$ cat config.mk
export PLATFORM = sky130hd
export DESIGN_NAME = aes_v1_round_seq_flat
export DESIGN_NICKNAME = d
export VERILOG_FILES = /design/src/rtl/aes_pkg.sv /design/src/rtl/aes_v1_round_seq_if.sv /design/src/rtl/aes_shift_rows.sv /design/src/rtl/aes_v1_round_seq.sv /design/src/flat_wrapper.sv
export SDC_FILE = /design/constraint.sdc
export NUM_CORES = 1
export LEC_CHECK = 0
export BUFFER_PORTS_ARGS = -buffer_cell sky130_fd_sc_hd__buf_2
export CORE_AREA = 4 4 339 341
export DETAILED_ROUTE_END_ITERATION = 8
export DIE_AREA = 0 0 343 345
export GPL_TIMING_DRIVEN = 0
export HOLD_SLACK_MARGIN = 0.12
export REMOVE_ABC_BUFFERS = 1
export SYNTH_ARGS = -nofsm -noshare
export SYNTH_HDL_FRONTEND = slang
export SYNTH_HIERARCHICAL = 1
export SYNTH_SLANG_ARGS = --single-unit
$ cat constraint.sdc
create_clock -name g_clk -period 7.9 [get_ports g_clk]
set_input_delay 0.79 -clock g_clk [delete_from_list [all_inputs] [get_ports g_clk]]
set_output_delay 0.79 -clock g_clk [all_outputs]
set_load 0.05 [all_outputs]
$ cat src/rtl/aes_pkg.sv
// Shared types, layout constants and row-shift helpers for the AES round sequencer.
// Byte k of a 128-bit state is bits [8k+7:8k]; column c holds bytes 4c..4c+3, row r = byte r of a column.
package aes_pkg;

  typedef enum logic [1:0] {
    ST_IDLE = 2'd0,
    ST_SUB  = 2'd1,
    ST_MIX  = 2'd2,
    ST_DONE = 2'd3
  } seq_state_t;

  localparam int N_COLS = 4;
  localparam int N_ROWS = 4;
  localparam int BYTE_W = 8;
  localparam int COL_W  = 32;
  localparam int BLK_W  = 128;

  function automatic logic [BLK_W-1:0] shift_rows(input logic [BLK_W-1:0] s);
    logic [BLK_W-1:0] o;
    o = '0;
    for (int c = 0; c < N_COLS; c++) begin
      for (int r = 0; r < N_ROWS; r++) begin
        o[(N_ROWS*c + r)*BYTE_W +: BYTE_W] = s[(N_ROWS*((c + r) % N_COLS) + r)*BYTE_W +: BYTE_W];
      end
    end
    return o;
  endfunction

  function automatic logic [BLK_W-1:0] inv_shift_rows(input logic [BLK_W-1:0] s);
    logic [BLK_W-1:0] o;
    o = '0;
    for (int c = 0; c < N_COLS; c++) begin
      for (int r = 0; r < N_ROWS; r++) begin
        o[(N_ROWS*c + r)*BYTE_W +: BYTE_W] =
          s[(N_ROWS*((c - r + N_COLS) % N_COLS) + r)*BYTE_W +: BYTE_W];
      end
    end
    return o;
  endfunction

endpackage

$ cat src/rtl/aes_v1_round_seq_if.sv
// Word-unit request/response bus: one 32-bit column operand out, one 32-bit result back.
// A word transfers on any cycle where req_valid and rsp_ready are both high.
interface aes_v1_round_seq_if;
  import aes_pkg::*;

  logic             req_valid;
  logic             req_dec;
  logic             req_mix;
  logic [COL_W-1:0] req_rs1;
  logic             rsp_ready;
  logic [COL_W-1:0] rsp_rd;

  modport master (
    output req_valid, req_dec, req_mix, req_rs1,
    input  rsp_ready, rsp_rd
  );

  modport slave (
    input  req_valid, req_dec, req_mix, req_rs1,
    output rsp_ready, rsp_rd
  );

endinterface

$ cat src/rtl/aes_shift_rows.sv
// Combinational ShiftRows / InvShiftRows over a full 128-bit state (zero latency).
module aes_shift_rows
  import aes_pkg::*;
(
  input  logic [BLK_W-1:0] in,
  input  logic             inv,
  output logic [BLK_W-1:0] out
);

  assign out = inv ? inv_shift_rows(in) : shift_rows(in);

endmodule

$ cat src/rtl/aes_v1_round_seq.sv
// One AES round: 4 SubBytes words then 4 MixColumns words via the word unit; shift and key add local.
// Zero-wait latency 9 cycles (5 for a final round); every responder stall cycle adds one.
module aes_v1_round_seq
  import aes_pkg::*;
#(
  parameter bit DECRYPT_EN = 1'b1
)
(
  input  logic             g_clk,
  input  logic             g_reset,
  input  logic             start_i,
  input  logic             dec_i,
  input  logic             final_i,
  input  logic [BLK_W-1:0] state_i,
  input  logic [BLK_W-1:0] rkey_i,
  output logic             busy_o,
  output logic             done_o,
  output logic [BLK_W-1:0] result_o,
  aes_v1_round_seq_if.master word
);

  seq_state_t       st, st_nxt;
  logic [1:0]       idx;
  logic [BLK_W-1:0] s_q, k_q;
  logic             dec_q, fin_q;
  logic [BLK_W-1:0] s_wr, sr_out, s_nxt;
  logic             hs, last;

  assign hs   = word.req_valid & word.rsp_ready;
  assign last = hs & (idx == 2'd3);

  // Only the addressed column takes the response, so rsp_rd is never observed without a handshake.
  always_comb begin
    s_wr = s_q;
    s_wr[COL_W*idx +: COL_W] = word.rsp_rd;
  end

  aes_shift_rows u_shift (
    .in  (s_wr),
    .inv (dec_q),
    .out (sr_out)
  );

  always_comb begin
    st_nxt = st;
    case (st)
      ST_IDLE: if (start_i) st_nxt = ST_SUB;
      ST_SUB:  if (last) st_nxt = fin_q ? ST_DONE : ST_MIX;
      ST_MIX:  if (last) st_nxt = ST_DONE;
      ST_DONE: st_nxt = ST_IDLE;
      default: st_nxt = ST_IDLE;
    endcase
  end

  // Inverse rounds add the key before InvMixColumns, so the key goes in at the end of SUB.
  always_comb begin
    s_nxt = s_q;
    case (st)
      ST_IDLE: if (start_i) s_nxt = state_i;
      ST_SUB: begin
        if (last)    s_nxt = (dec_q | fin_q) ? (sr_out ^ k_q) : sr_out;
        else if (hs) s_nxt = s_wr;
      end
      ST_MIX: begin
        if (last)    s_nxt = dec_q ? s_wr : (s_wr ^ k_q);
        else if (hs) s_nxt = s_wr;
      end
      default: s_nxt = s_q;
    endcase
  end

  always_ff @(posedge g_clk) begin
    if (g_reset) begin
      st       <= ST_IDLE;
      idx      <= 2'd0;
      s_q      <= '0;
      k_q      <= '0;
      dec_q    <= 1'b0;
      fin_q    <= 1'b0;
      result_o <= '0;
    end else begin
      st  <= st_nxt;
      s_q <= s_nxt;
      if (st == ST_IDLE && start_i) begin
        k_q   <= rkey_i;
        dec_q <= DECRYPT_EN & dec_i;
        fin_q <= final_i;
        idx   <= 2'd0;
      end else if (hs) begin
        idx <= idx + 2'd1;
      end
      // Captured on entry to DONE so result_o is already valid while done_o is high.
      if (st_nxt == ST_DONE && st != ST_DONE) result_o <= s_nxt;
    end
  end

  assign busy_o         = (st != ST_IDLE);
  assign done_o         = (st == ST_DONE);
  assign word.req_valid = (st == ST_SUB) || (st == ST_MIX);
  assign word.req_mix   = (st == ST_MIX);
  assign word.req_dec   = dec_q;
  assign word.req_rs1   = s_q[COL_W*idx +: COL_W];

endmodule

$ cat src/flat_wrapper.sv
// flat-port wrapper written by rule: the top's interface ports become plain ports
module aes_v1_round_seq_flat import aes_pkg::*;
#(
  parameter bit DECRYPT_EN = 1'b1
)
  (g_clk, g_reset, start_i, dec_i, final_i, state_i, rkey_i, busy_o, done_o, result_o, word_req_valid, word_req_dec, word_req_mix, word_req_rs1, word_rsp_ready, word_rsp_rd);
  aes_v1_round_seq_if word_i ();
  input  logic g_clk;
  input  logic g_reset;
  input  logic start_i;
  input  logic dec_i;
  input  logic final_i;
  input  logic [BLK_W-1:0] state_i;
  input  logic [BLK_W-1:0] rkey_i;
  output logic busy_o;
  output logic done_o;
  output logic [BLK_W-1:0] result_o;
  output wire logic [$bits(word_i.req_valid)-1:0] word_req_valid;
  output wire logic [$bits(word_i.req_dec)-1:0] word_req_dec;
  output wire logic [$bits(word_i.req_mix)-1:0] word_req_mix;
  output wire logic [$bits(word_i.req_rs1)-1:0] word_req_rs1;
  input wire logic [$bits(word_i.rsp_ready)-1:0] word_rsp_ready;
  input wire logic [$bits(word_i.rsp_rd)-1:0] word_rsp_rd;
  assign word_req_valid = word_i.req_valid;
  assign word_req_dec = word_i.req_dec;
  assign word_req_mix = word_i.req_mix;
  assign word_req_rs1 = word_i.req_rs1;
  assign word_i.rsp_ready = word_rsp_ready;
  assign word_i.rsp_rd = word_rsp_rd;
  aes_v1_round_seq #(.DECRYPT_EN(DECRYPT_EN)) u_core (.g_clk(g_clk), .g_reset(g_reset), .start_i(start_i), .dec_i(dec_i), .final_i(final_i), .state_i(state_i), .rkey_i(rkey_i), .busy_o(busy_o), .done_o(done_o), .result_o(result_o), .word(word_i));
endmodule
Yosys cells after proc, flatten, opt, wreduce, memory -nomap -nowiden
Cells that the tools add are included.

Flip-flop bits (word level): 390. Output and inout bits: 165.

Bitwise logic cells: 5. Add/sub/neg operators: 2. Multiplexer cells: 14. Shift-type cells: 3. Eq/ne operators: 6. Reduce and logical (&&, ||, !) cells: 6.

Operators with widths (count): $mux 128 (7); $pmux 128 s3 (1); $xor 128x128->128 (2); $bwmux 128 (1); $shift 32x34->128 const A (1); $shiftx 128x8->32 (1); $shiftx 32x34->128 (1); $neg 7->34 (1); $eq 2x2->1 const B (4); $pmux 2 s4 (1); $mux 2 (3); $add 2x1->2 const B (1); $and 1x1->1 (2); $eq 2x1->1 const B (1); $logic_and 1x1->1 (2); $logic_not 2->1 (1); $ne 2x2->1 const B (1); $reduce_bool 2->1 (1); $reduce_or 2->1 (1); $logic_or 1x1->1 (1); $mux 1 (1); $or 1x1->1 (1).

Logic depth before layout (Yosys ltp)
Word-level depth: 8. Mapped depth: 14. Mapped depth without buffers: 9.

Cells and area by module
Netlist, hierarchy kept.

By module, submodules not included: aes_v1_round_seq (area each 26177.6 um2, seq. area each 7807.5 um2, cells an instance 3306, instances 1); aes_shift_rows (area each 1557.7 um2, seq. area each 0.0 um2, cells an instance 135, instances 1).

Worst setup path before layout
OpenSTA, ideal clock, no wires.

Path type: register -> register. Start point: reg u_core.idx[0]. End point: reg u_core.result_o[74]. Stages on the path, launching flop included: 15. Data required time: 7.773 ns. Path buffers: 5. Path slack: 4.129 ns. Setup time: 0.127 ns. Arrival: 3.644 ns. Period minus slack after synthesis: 3.771 ns. Cell sequence: dfxtp_1 -> buf_2 -> buf_1 -> buf_2 -> inv_1 -> ha_1 -> clkbuf_1 -> clkbuf_1 -> and4bb_2 -> mux2_2 -> mux2_4 -> xnor2_1 -> mux2_2 -> a311oi_1 -> a21oi_1.

Longest elaborated chain between the ends: 8. Elaborated cells on any way between the ends: 20. Classes of those cells: add/sub (1); eq/ne (2); shift (2); mux (11); bitwise (3); reduce/logical (1).

RTL lines: from (decl) (line aes_v1_round_seq.sv:23) `logic [1:0] idx;`; from (signal assigned) (line aes_v1_round_seq.sv:90) `idx <= idx + 2'd1;`; $neg 7->34 * (line aes_v1_round_seq.sv:35) `s_wr[COL_W*idx +: COL_W] = word.rsp_rd;`; $shiftx 32x34->128 or $shift 32x34->128 (tied branches) (line aes_v1_round_seq.sv:35); $bwmux 128 * (line aes_v1_round_seq.sv:35); via u_core.s_wr[106] (line aes_v1_round_seq.sv:26) `logic [BLK_W-1:0] s_wr, sr_out, s_nxt;`; $mux 128 * (line aes_shift_rows.sv:10) `assign out = inv ? inv_shift_rows(in) : shift_rows(in);`; via u_core.sr_out[74] (line aes_v1_round_seq.sv:26); $xor 128x128->128 (line aes_v1_round_seq.sv:61) `if (last) s_nxt = (dec_q | fin_q) ? (sr_out ^ k_q) : sr_out;`; $mux 128 * (2 in series) (line aes_v1_round_seq.sv:61); $pmux 128 s3 * (line aes_v1_round_seq.sv:58) `case (st)`; to (signal assigned) (line aes_v1_round_seq.sv:93) `if (st_nxt == ST_DONE && st != ST_DONE) result_o <= s_nxt;`; to (decl) (line aes_v1_round_seq.sv:18) `output logic [BLK_W-1:0] result_o,`.

The timed path passes the listed nets; every way through them passes the cells marked *. A chain may end at the register's enable or synchronous reset.

Worst setup path after layout
Start point: reg u_core.idx[0]. End point: reg u_core.result_o[105].

Longest elaborated chain between the ends: 8. Elaborated cells on any way between the ends: 20. Classes of those cells: add/sub (1); eq/ne (2); shift (2); mux (11); bitwise (3); reduce/logical (1).

RTL lines (line): $neg 7->34 (aes_v1_round_seq.sv:35); $shiftx 32x34->128 or $shift 32x34->128 (tied branches) (aes_v1_round_seq.sv:35); $bwmux 128 (aes_v1_round_seq.sv:35); $mux 128 (aes_shift_rows.sv:10); $xor 128x128->128 (aes_v1_round_seq.sv:61); $mux 128 (2 in series) (aes_v1_round_seq.sv:61); $pmux 128 s3 (aes_v1_round_seq.sv:58).

Parallel ways exist; a longest one is shown, timed or not.

==> out/results.ini <==
[timing]
fmax_mhz=166
slew_headroom_pct=22.9
skew_ns=0.0310
worstMarginPinSlew_ns=1.16
drv_slew=0
period_share_pct=76.4
rsz0062_at_grt=false
hold_viol=0
min_period_ns=6.04
setup_viol_count_final=0
tns_ns=0

[setup_path]
crit_type=flip-flop to flip-flop
crit_start=u_core/idx[0]$_SDFFE_PP0N_
crit_path_end_kind=flip-flop
critPathMaxFanout=72
worstPathRequired_ns=8.42
slowest_delay_ns=0.86
cpMostUsedCell=buf_6
cp.arrival_ns=6.55
r2r-start=u_core/idx[0]$_SDFFE_PP0N_
critical_path.n_buffers_inverters=8
r2r_setup_slack_ns=1.86
slowest_stage=dfxtp_4
reg2regPathDepth=14
path_cells=buf_16 > ha_4 > buf_16 > nand3_4 > a221o_1 > nor4_4 > buf_8 > buf_6 > buf_6 > buf_6 > buf_6 > buf_6 > o211ai_1 > o32ai_1
cpLargestDelayFamily=buffers and inverters
r2r-end=u_core/result_o[105]$_SDFFE_PP0P_
startpoint_type=flip-flop

[floorplan]
initial_utilization_pct=24.8
coreArea_sq_um=112000
num_rows=123
ios=459
die_w_um=343
die_area_sq_um=118000
die_y_um=345

[final_layout]
nNetsFinal=3863
n_fill_cell=11974
layout_common_cells=buf_2 (456), o21ai_0 (444), dfxtp_1 (386), nand2_1 (359), a21oi_1 (287)
postLayoutCellArea_sq_um=32900
layout.cells.non_filler=5107
final_common_cell=buf_2
drive_gt1_share_pct=24.1
area_delta_synth_final_pct=18.6

[clock_tree]
clkTransAtPathRegs_ns=0.07
holdBufCountCts=0
h-tree-depth=2
root_buffer=clkbuf_16
numCtsBuffers=50
clkSinkCount=390
clk_latency_ns=0.62
clockBufferDepth=3
tritoncts=yes
post_cts_resize_count=0
post-cts-setup-buffer-count=0

[drt]
wl_per_cell_um=24.8
drt_iter0_markers=3488
ant_nets=0
drc_errors=0
routed_wl_um=127000
routed-via-count=29189
avgViaCountPerCell=5.72
firstDrtPassIters=6

[synth]
synthAdderAreaFrac_pct=0.451
synth_mux_area_share_pct=11.0
synth_top_family_by_area=compound AO/OA/AOI/OAI gates
yosysTopAreaCell=dfxtp_1
synth-edff-count=0
synthSimpleGateAreaFrac_pct=13.1
synth-compound-area-share_pct=32.9
synth_seq_area_share_pct=28.1
syn_area_sq_um=27700
synth-xor-area-share_pct=6.09
yosysTopAreaCellShare_pct=28.1
syn_area_per_cell_sq_um=8.06
ys_types=56
async_flop_share_pct=0
ys.flop_type=dfxtp_1
yosys_warnings=6
syn_inst=3441
synth-seq-cells=390
synth_area_leaders=dfxtp_1 (28%), o21ai_0 (8.0%), a21oi_1 (5.2%)

[pwr]
ir_drop_uv=138
finalPower_mw=5.78
powerDensity_nw_per_um2=176
power.leakage_nw=11.8

[min_path]
hp-class=input port to flip-flop
min_path_cells=3
holdPathEnd=u_core/fin_q$_SDFFE_PP0P_
hold_start=final_i

[global_route]
antenna_found_initial=18
grt_pass1_vias=27821
grt_pass1_wl_um=185000
grt_overflow_total=0
grt_use_total_pct=20.3
grt_max_degree=134

[place]
portBuffers=458
hpwlAfterDp_um=82000
place_congestion=0.767
numPlacedInstances=5007
placed_cell_area_sq_um=31200

[job]
maxCapViolations=0

[run_status]
status=complete, no violations

## worst register-to-register path, stage by stage (launching register included)
cell and delay (ns):
dfxtp_4 0.86, buf_16 0.34, ha_4 0.55, buf_16 0.33, nand3_4 0.88, a221o_1 0.73
nor4_4 0.72, buf_8 0.27, buf_6 0.23, buf_6 0.22, buf_6 0.20, buf_6 0.18
buf_6 0.17, o211ai_1 0.11, o32ai_1 0.14
## cells in the mapped netlist (all sizes together), types with 6 or more instances
library cell / count
a21o: 6
a311oi: 98
nor3: 70
mux4: 32
a22oi: 6
a211oi: 128
ha: 10
clkbuf: 282
a221o: 77
buf: 170
mux2i: 53
o32ai: 29
nor2b: 80
a21oi: 287
a221oi: 87
dfxtp: 390
inv: 37
o21ai: 468
nand2: 361
xnor2: 79
a32o: 6
mux2: 139
o211ai: 29
xor2: 114
nor2: 171
nand3: 7
a2111oi: 6
and4bb: 30
a22o: 57
o211a: 6
a222oi: 38
and2: 8
and3b: 20
a31o: 32
## worst max path at each step
stage	end	depth (start not counted)	slack, ns
floorplan	u_core/result_o[100]$_SDFFE_PP0P_	6	-6.14
global placement	u_core/result_o[95]$_SDFFE_PP0P_	5	-18.46
detailed placement	u_core/result_o[105]$_SDFFE_PP0P_	14	1.83
CTS	u_core/result_o[105]$_SDFFE_PP0P_	14	1.78
global route	u_core/result_o[105]$_SDFFE_PP0P_	14	1.49
finish	u_core/result_o[105]$_SDFFE_PP0P_	14	1.86
## routing by layer
layer | vias to the layer above | GRT usage [%] | wire, um
li1 | 13094 | - | -
met1 | 14117 | 27.0 | 52300
met2 | 1667 | 31.9 | 57000
met3 | 307 | 4.37 | 12800
met4 | 4 | 7.95 | 4710
met5 | - | 0 | 23
## final cells by class
type | instances | area, sq um | area share, %
Antenna cell | 11 | 27.5 | 0.0837
Clock buffer | 73 | 1520 | 4.62
Clock inverter | 16 | 120 | 0.365
Inverter | 39 | 164 | 0.498
Multi-Input combinational cell | 2560 | 17800 | 54.1
Sequential cell | 390 | 7820 | 23.8
Tap cell | 1500 | 1880 | 5.70
Timing Repair Buffer | 518 | 3580 | 10.9
## state kept, by name (all words and copies together) (netlist names)
register,cells
u_core/word.req_dec,1
u_core/st,2
u_core/fin_q,1
u_core/k_q,128
u_core/result_o,128
u_core/idx,2
u_core/s_q,128
## where the power goes
| group | total, mW | switching, mW | internal, mW |
|---|---|---|---|
| registers | 2.19 | 0.130 | 2.06 |
| clock network | 2.35 | 0.986 | 1.36 |
| logic | 1.25 | 0.737 | 0.511 |
| total | 5.78 | 1.85 | 3.93 |
## metrics by stage
stage / utilization (%) / hold slack (ns) / worst slack (ns)
6_report: 29.4 / 0.405 / 1.86
5_1_grt: 29.4 / 0.377 / 1.49
4_1_cts: 29.4 / 0.340 / 1.78
3_5_place_dp: 27.9 / 0.454 / 1.83
3_3_place_gp: 26.6 / 0.448 / -18.46
2_1_floorplan: - / 0.435 / -6.14
## logic make-up (layout without fill, tap and decap cells)
logic type      count (synthesis)  count (layout)
simple gates                  761             761
flops                         390             390
xor+xnor                      193             193
compound gates               1372            1372
other cells                     0              11
fa+ha+maj                      10              10
buf+inv                       491             646
mux                           224             224
Power figures use the tool's default switching activity.
